===== src/rtl/fetch_unit.sv =====
// Instruction fetch: PC/IR registers with a FETCH/HOLD/HALT sequencer and next-PC select.
// One cycle from PC load to IRvalid; PC and IR hold until advance in HOLD, freeze in HALT.
module fetch_unit (
  input  logic        CLK,
  input  logic        RST,
  input  logic [31:0] PCinit,
  input  logic [31:0] IDataIn,
  output logic [31:0] IAddr,
  input  logic        advance,
  input  logic [1:0]  PCSrc,
  input  logic [31:0] RegData,
  output logic [31:0] IR,
  output logic        IRvalid,
  output logic [31:0] PC4,
  output logic        halted
);

  typedef enum logic [1:0] {FETCH, HOLD, HALT} state_t;

  state_t      state, state_nxt;
  logic        boot;
  logic [31:0] pc_q;
  logic [31:0] pc;
  logic [31:0] next_pc;
  logic [31:0] br_off;

  // boot selects PCinit until the first edge after reset, so PC follows PCinit
  // while reset is held without needing a non-constant reset value.
  assign pc      = boot ? PCinit : pc_q;
  assign IAddr   = pc;
  assign PC4     = pc + 32'd4;
  assign br_off  = {{14{IR[15]}}, IR[15:0], 2'b00};
  assign IRvalid = (state != FETCH);
  assign halted  = (state == HALT);

  always_comb begin
    next_pc = PC4;
    case (PCSrc)
      2'b00:   next_pc = PC4;
      2'b01:   next_pc = PC4 + br_off;
      2'b10:   next_pc = RegData & 32'hFFFF_FFFC;
      default: next_pc = {PC4[31:28], IR[25:0], 2'b00};
    endcase
  end

  always_comb begin
    state_nxt = state;
    case (state)
      FETCH:   state_nxt = (IDataIn[31:26] == 6'h3F) ? HALT : HOLD;
      HOLD:    if (advance) state_nxt = FETCH;
      default: state_nxt = HALT;
    endcase
  end

  always_ff @(posedge CLK or posedge RST) begin
    if (RST) begin
      state <= FETCH;
    end else begin
      state <= state_nxt;
    end
  end

  always_ff @(posedge CLK or posedge RST) begin
    if (RST) begin
      boot <= 1'b1;
      pc_q <= 32'h0;
      IR   <= 32'h0;
    end else begin
      boot <= 1'b0;
      pc_q <= pc;
      if (state == FETCH) begin
        IR <= IDataIn;
      end
      if (state == HOLD && advance) begin
        pc_q <= next_pc;
      end
    end
  end

endmodule


===== config.mk =====
export PLATFORM = sky130hd
export DESIGN_NAME = fetch_unit
export DESIGN_NICKNAME = d
export VERILOG_FILES = /design/src/rtl/fetch_unit.sv
export SDC_FILE = /design/constraint.sdc
export NUM_CORES = 1
export LEC_CHECK = 0
export ABC_AREA = 1
export CAP_MARGIN = 15
export CORE_AREA = 10 10 124 126
export CTS_CLUSTER_DIAMETER = 120
export CTS_CLUSTER_SIZE = 12
export DETAILED_ROUTE_END_ITERATION = 6
export DIE_AREA = 0 0 134 136
export GPL_ROUTABILITY_DRIVEN = 0
export PLACE_DENSITY_LB_ADDON = 0.08
export SYNTH_ARGS = -nofsm -noshare
export SYNTH_HDL_FRONTEND = slang
export SYNTH_SLANG_ARGS = --single-unit

===== constraint.sdc =====
create_clock -name CLK -period 8.22 [get_ports CLK]
set_input_delay 0.822 -clock CLK [delete_from_list [all_inputs] [get_ports CLK]]
set_output_delay 0.822 -clock CLK [all_outputs]
set_load 0.005 [all_outputs]

# ---- Word level (Yosys, flattened, before mapping)
# Index checks and enable logic that the tools add are counted.
dict set report op_classes {
  addsub 2
  div 0
  bitwise_logic 0
  n_mul 0
  order_cmp 0
  shift 0
  n_reduce_logical 4
  n_mux 6
  eq_ne 6
}
# operator n
set op_table {}
lappend op_table {{$pmux 32 s3} 1}
lappend op_table {{$mux 32} 2}
lappend op_table {{$add 32x3->32 const B} 1}
lappend op_table {{$add 32x32->32} 1}
lappend op_table {{$eq 6x6->1 const B} 1}
lappend op_table {{$eq 2x1->1 const B} 2}
lappend op_table {{$eq 2x2->1 const B} 2}
lappend op_table {{$logic_not 2->1} 2}
lappend op_table {{$mux 2} 2}
lappend op_table {{$pmux 2 s2} 1}
lappend op_table {{$ne 2x2->1 const B} 1}
lappend op_table {{$reduce_bool 2->1} 1}
lappend op_table {{$logic_and 1x1->1} 1}
dict set report totals {
  ff_bits 67
  rom_bits 0
  wordCells 22
  input_bits 101
  output_inout_bits 98
  ram_bits 0
  mem_count 0
  latch_bits 0
}

# ---- Longest topological paths before layout
dict set report depth {
  depth_word 5
  mapped_depth 31
  ltp_nobuf 28
}

# ---- Worst setup path before layout
# OpenSTA, ideal clock, no wires.
dict set report synth_timing {
  path_kind {reg2reg}
  start {register boot}
  end {register pc_q[30]}
  t_required_ns 8.149
  stages_incl_launch_ff 24
  arrival_ns 3.830
  path_buffers 3
  slack_ns 4.319
  path_cell_list {dfstp_2 -> buf_6 -> inv_6 -> buf_12 -> buf_4 -> o21ai_0 -> ha_1 -> nand2_1 -> nor2_1 -> nand2_2 -> nor4_4 -> nand3_1 -> and2_1 -> ha_1 -> nand2_1 -> nor3_1 -> inv_1 -> nor3_1 -> nand2_1 -> nand3_1 -> nand2_1 -> o21ai_0 -> nor2_1 -> nor2_1}
}
dict set report synth_via {
  elab_chain_cells 5
}
# item line
set synth_lines {}
lappend synth_lines {{from (decl)} 21} ;# logic boot;
lappend synth_lines {{from (signal assigned)} 65} ;# boot <= 1'b1;
lappend synth_lines {{from (signal assigned)} 69} ;# boot <= 1'b0;
lappend synth_lines {{$mux 32} 29} ;# assign pc = boot ? PCinit : pc_q;
lappend synth_lines {{net IAddr[2]} 8} ;# output logic [31:0] IAddr,
lappend synth_lines {{$add 32x3->32} 31} ;# assign PC4 = pc + 32'd4;
lappend synth_lines {{net PC4[20]} 14} ;# output logic [31:0] PC4,
lappend synth_lines {{$add 32x32->32} 40} ;# 2'b01: next_pc = PC4 + br_off;
lappend synth_lines {{$pmux 32 s3} 38} ;# case (PCSrc)
lappend synth_lines {{$mux 32} 74} ;# if (state == HOLD && advance) begin
lappend synth_lines {{to (signal assigned)} 70} ;# pc_q <= pc;
lappend synth_lines {{to (signal assigned)} 75} ;# pc_q <= next_pc;
lappend synth_lines {{to (decl)} 22} ;# logic [31:0] pc_q;
# The timed path passes the listed nets, and every way through them passes these cells.
# A chain may end at the register's enable or synchronous reset.

# ---- Worst setup path after layout
dict set report layout_timing {
  start {register boot}
  end {register pc_q[23]}
}
dict set report layout_via {
  elab_chain_cells 5
}
# item line
set layout_lines {}
lappend layout_lines {{$mux 32 *} 29}
lappend layout_lines {{$add 32x3->32} 31}
lappend layout_lines {{$add 32x32->32} 40}
lappend layout_lines {{$pmux 32 s3} 38}
lappend layout_lines {{$mux 32 *} 74}
# Every way passes the cells marked *; elsewhere a longest branch is shown, timed or not.

==> impl_metrics.yaml <==
global_route:
  grt_pass1_vias: 7263
  grt_busiest_layer: "met2"
  antenna_found_initial: 0
  grt_max_degree: 68
  use_met1: 0.343
  grt_usage: 0.266
  grt_use_met2: 0.429
  gr-total-overflow: 0
  grt_pass1_wl_um: 38700
  globalRouteMet3Util: 0.0631
floorplan:
  die-area_mm2: 0.0182
  initial_core_util: 0.508
  ios: 199
  coreArea_mm2: 0.0130
  fp.dieH_um: 136
  dieWidth_um: 134
  rows: 42
synthesis:
  ys_ff_latch: 67
  ys_async_sr_fraction: 1.00
  syn_inst: 1047
  syn_avg_cell_area_um2: 6.30
  syn_area_mm2: 0.00659
  synthesis.nets: 1183
  synth-main-ff-cell: "dfrtp_1"
  synth-edff-count: 0
  seq_area_frac_synth: 0.255
  yosysWarningCount: 0
  synth.distinct_cells: 53
clocking:
  cts_setup_buffers: 0
  htreeDepth: 3
  path_clk_slew_ns: 0.06
  cts_tree: "yes"
  cts_made_buffers: 9
  cts.sinks: 67
  cts_hold_buf: 0
  clkLatencyLatePin_ns: 0.35
  root_buffer: "clkbuf_16"
  clockBufferDepth: 2
  cts_resized: 0
timing:
  fmax_mhz: 187
  relSlewSlack: 0.290
  setup_viol: 0
  final.setup.tns_ns: 0
  fin_crit_ns: 5.34
  clock-skew-final_ns: 0.00841
  setup_ws_ns: 2.88
  maxSlewViolCount: 0
  period_share: 0.649
  hold_viol: 0
  rsz0062_at_grt: "no"
  worst_pin_slew_ns: 1.06
route:
  wirelength_um: 24800
  postRouteAntennaNets: 0
  vias: 7605
  drtPass1Iterations: 5
  vias_per_cell: 5.41
  drc: 0
  detail_route.wl_per_cell_um: 17.6
  drt_iter0_drc: 771
setup_path:
  r2r_slack_ns: 2.88
  crit_top_cell: "nand2_1"
  crit_path_top_delay_cell: "dfstp_2"
  crit_path_end_kind: "flip-flop"
  cp_cell_sequence: "inv_6 > o21ai_0 > ha_1 > nand2_1 > nor2_1 > nand2_2 > nor2_1 > xor2_1 > ha_1 > a21oi_1 > o21ai_0 > a21oi_1 > o21ai_0 > a21oi_1 > inv_1 > nand2_1 > nand3_1 > nand3_1 > nand2_1 > nand2_1"
  cp_max_fo: 36
  crit_buf_inv: 2
  max_stage_delay_ns: 1.03
  worst_setup_path_start_kind: "flip-flop"
  crit_arrival_ns: 5.62
  setup.worst_path.class: "reg2reg"
  path_delay_family: "compound AO/OA/AOI/OAI gates"
  required_ns: 8.50
cells_and_area:
  synthToLayoutAreaGrowth_pct: 35.6
  final_nets: 1362
  fin_util: 0.689
  diodes: 0
  fill_cells: 1190
  mostFrequentLayoutCell: "nand2_1"
  layout_common_cells: "nand2_1 (340), clkdlybuf4s50_1 (196), inv_1 (106)"
  layout-drive-gt1-share: 0.0885
placement:
  dpl_worst_slack_ns: 3.10
  portBuffers: 196
  dp_hpwl_um: 19600
hold_path:
  worstHoldPathType: "reg2reg"
status:
  status: "completed"
power_and_ir_drop:
  vdd_ir_drop_max_uv: 99.2
  p_per_area_mw_per_mm2: 136
  power.leakage_uw: 0.00426
run:
  drv_cap: 0
cell families (layout without fill, tap and decap cells):
logic type / after synthesis / in the layout / share of synthesized area
and+or+nand+nor: 590 / 590 / 0.404
DFF: 67 / 67 / 0.255
xor gates and xnor gates: 16 / 16 / 0.0224
buffers and inverters: 153 / 337 / 0.0991
other: 1 / 1 / 0.000569
AOI/OAI and AO/OA: 185 / 185 / 0.151
adders and majority gates: 35 / 35 / 0.0676
stage by stage:
stage | total power [uW] | cells | instance area [um2] | hold WS (ns)
floorplan | 605 | 1047 | 6590 | 0.465
global placement | 774 | 1391 | 8620 | 0.453
detailed placement | 781 | 1391 | 8620 | 0.460
CTS | 1200 | 1407 | 8940 | 0.474
global route | 1270 | 1407 | 8940 | 0.523
finish | 1210 | 1407 | 8940 | 0.474
area by class of cell:
cell class / count / area [um2] / share of cell area
Timing Repair Buffer: 200 / 1990 / 0.223
Tap cell: 176 / 220 / 0.0246
Sequential cell: 67 / 1680 / 0.188
Inverter: 121 / 459 / 0.0514
Multi-Input combinational cell: 827 / 4270 / 0.478
Clock inverter: 4 / 73.8 / 0.00826
Clock buffer: 12 / 246 / 0.0276
registers in the layout (all words and copies together) (netlist names):
signal	count
IR	32
boot	1
pc_q	32
state	2
synthesized netlist by cell type (5+ instances only):
master / count / area (um2)
a21oi_1: 59 / 295
clkbuf_1: 22 / 82.6
dfrtp_1: 66 / 1650
ha_1: 34 / 425
inv_1: 107 / 402
inv_2: 11 / 41.3
nand2_1: 340 / 1280
nand2_2: 35 / 219
nand2_4: 9 / 101
nand3_1: 64 / 320
nand3b_1: 5 / 37.5
nand4_1: 11 / 68.8
nor2_1: 83 / 312
nor2_2: 12 / 75.1
nor3_1: 10 / 50.1
o21ai_0: 90 / 450
o21ai_1: 9 / 45.0
o21bai_1: 6 / 45.0
or2_2: 5 / 31.3
xor2_1: 14 / 123
power by group:
group	total, uW	internal [uW]	switching [uW]
sequential	352	344	7.69
combinational	432	184	247
clock	429	274	155
total	1210	803	410
routing by layer:
metal  share of wire  up-vias  wire (um)
met1            0.43     3478      10500
met2            0.45      349      11200
met3           0.093       42       2310
met4           0.027        0        678
met5               0        -          0
li1                -     3736          -
worst register-to-register path: cells and delay by family (launching register included):
family | cells | cell delay (ns)
AO/OA/AOI/OAI | 6 | 1.64
AND/OR/NAND/NOR | 9 | 1.23
flip-flops | 1 | 1.03
adder cells (fa/ha/maj) | 2 | 0.63
XOR/XNOR | 1 | 0.43
buffers and inverters | 2 | 0.33
final timing paths:
check / startpoint / depth (start not counted) / endpoint
setup / recovery: boot$_DFF_PP1_ / 20 / pc_q[23]$_DFF_PP0_
hold / removal: IR[31]$_DFFE_PP0P_ / 2 / IR[31]$_DFFE_PP0P_
setup reg to reg: boot$_DFF_PP1_ / 20 / pc_q[23]$_DFF_PP0_
hold reg to reg: IR[31]$_DFFE_PP0P_ / 2 / IR[31]$_DFFE_PP0P_
max in group asynchronous: RST / 3 / IR[8]$_DFFE_PP0P_
min in group asynchronous: RST / 3 / IR[17]$_DFFE_PP0P_
Note: power is estimated with default switching activity, not from simulation.
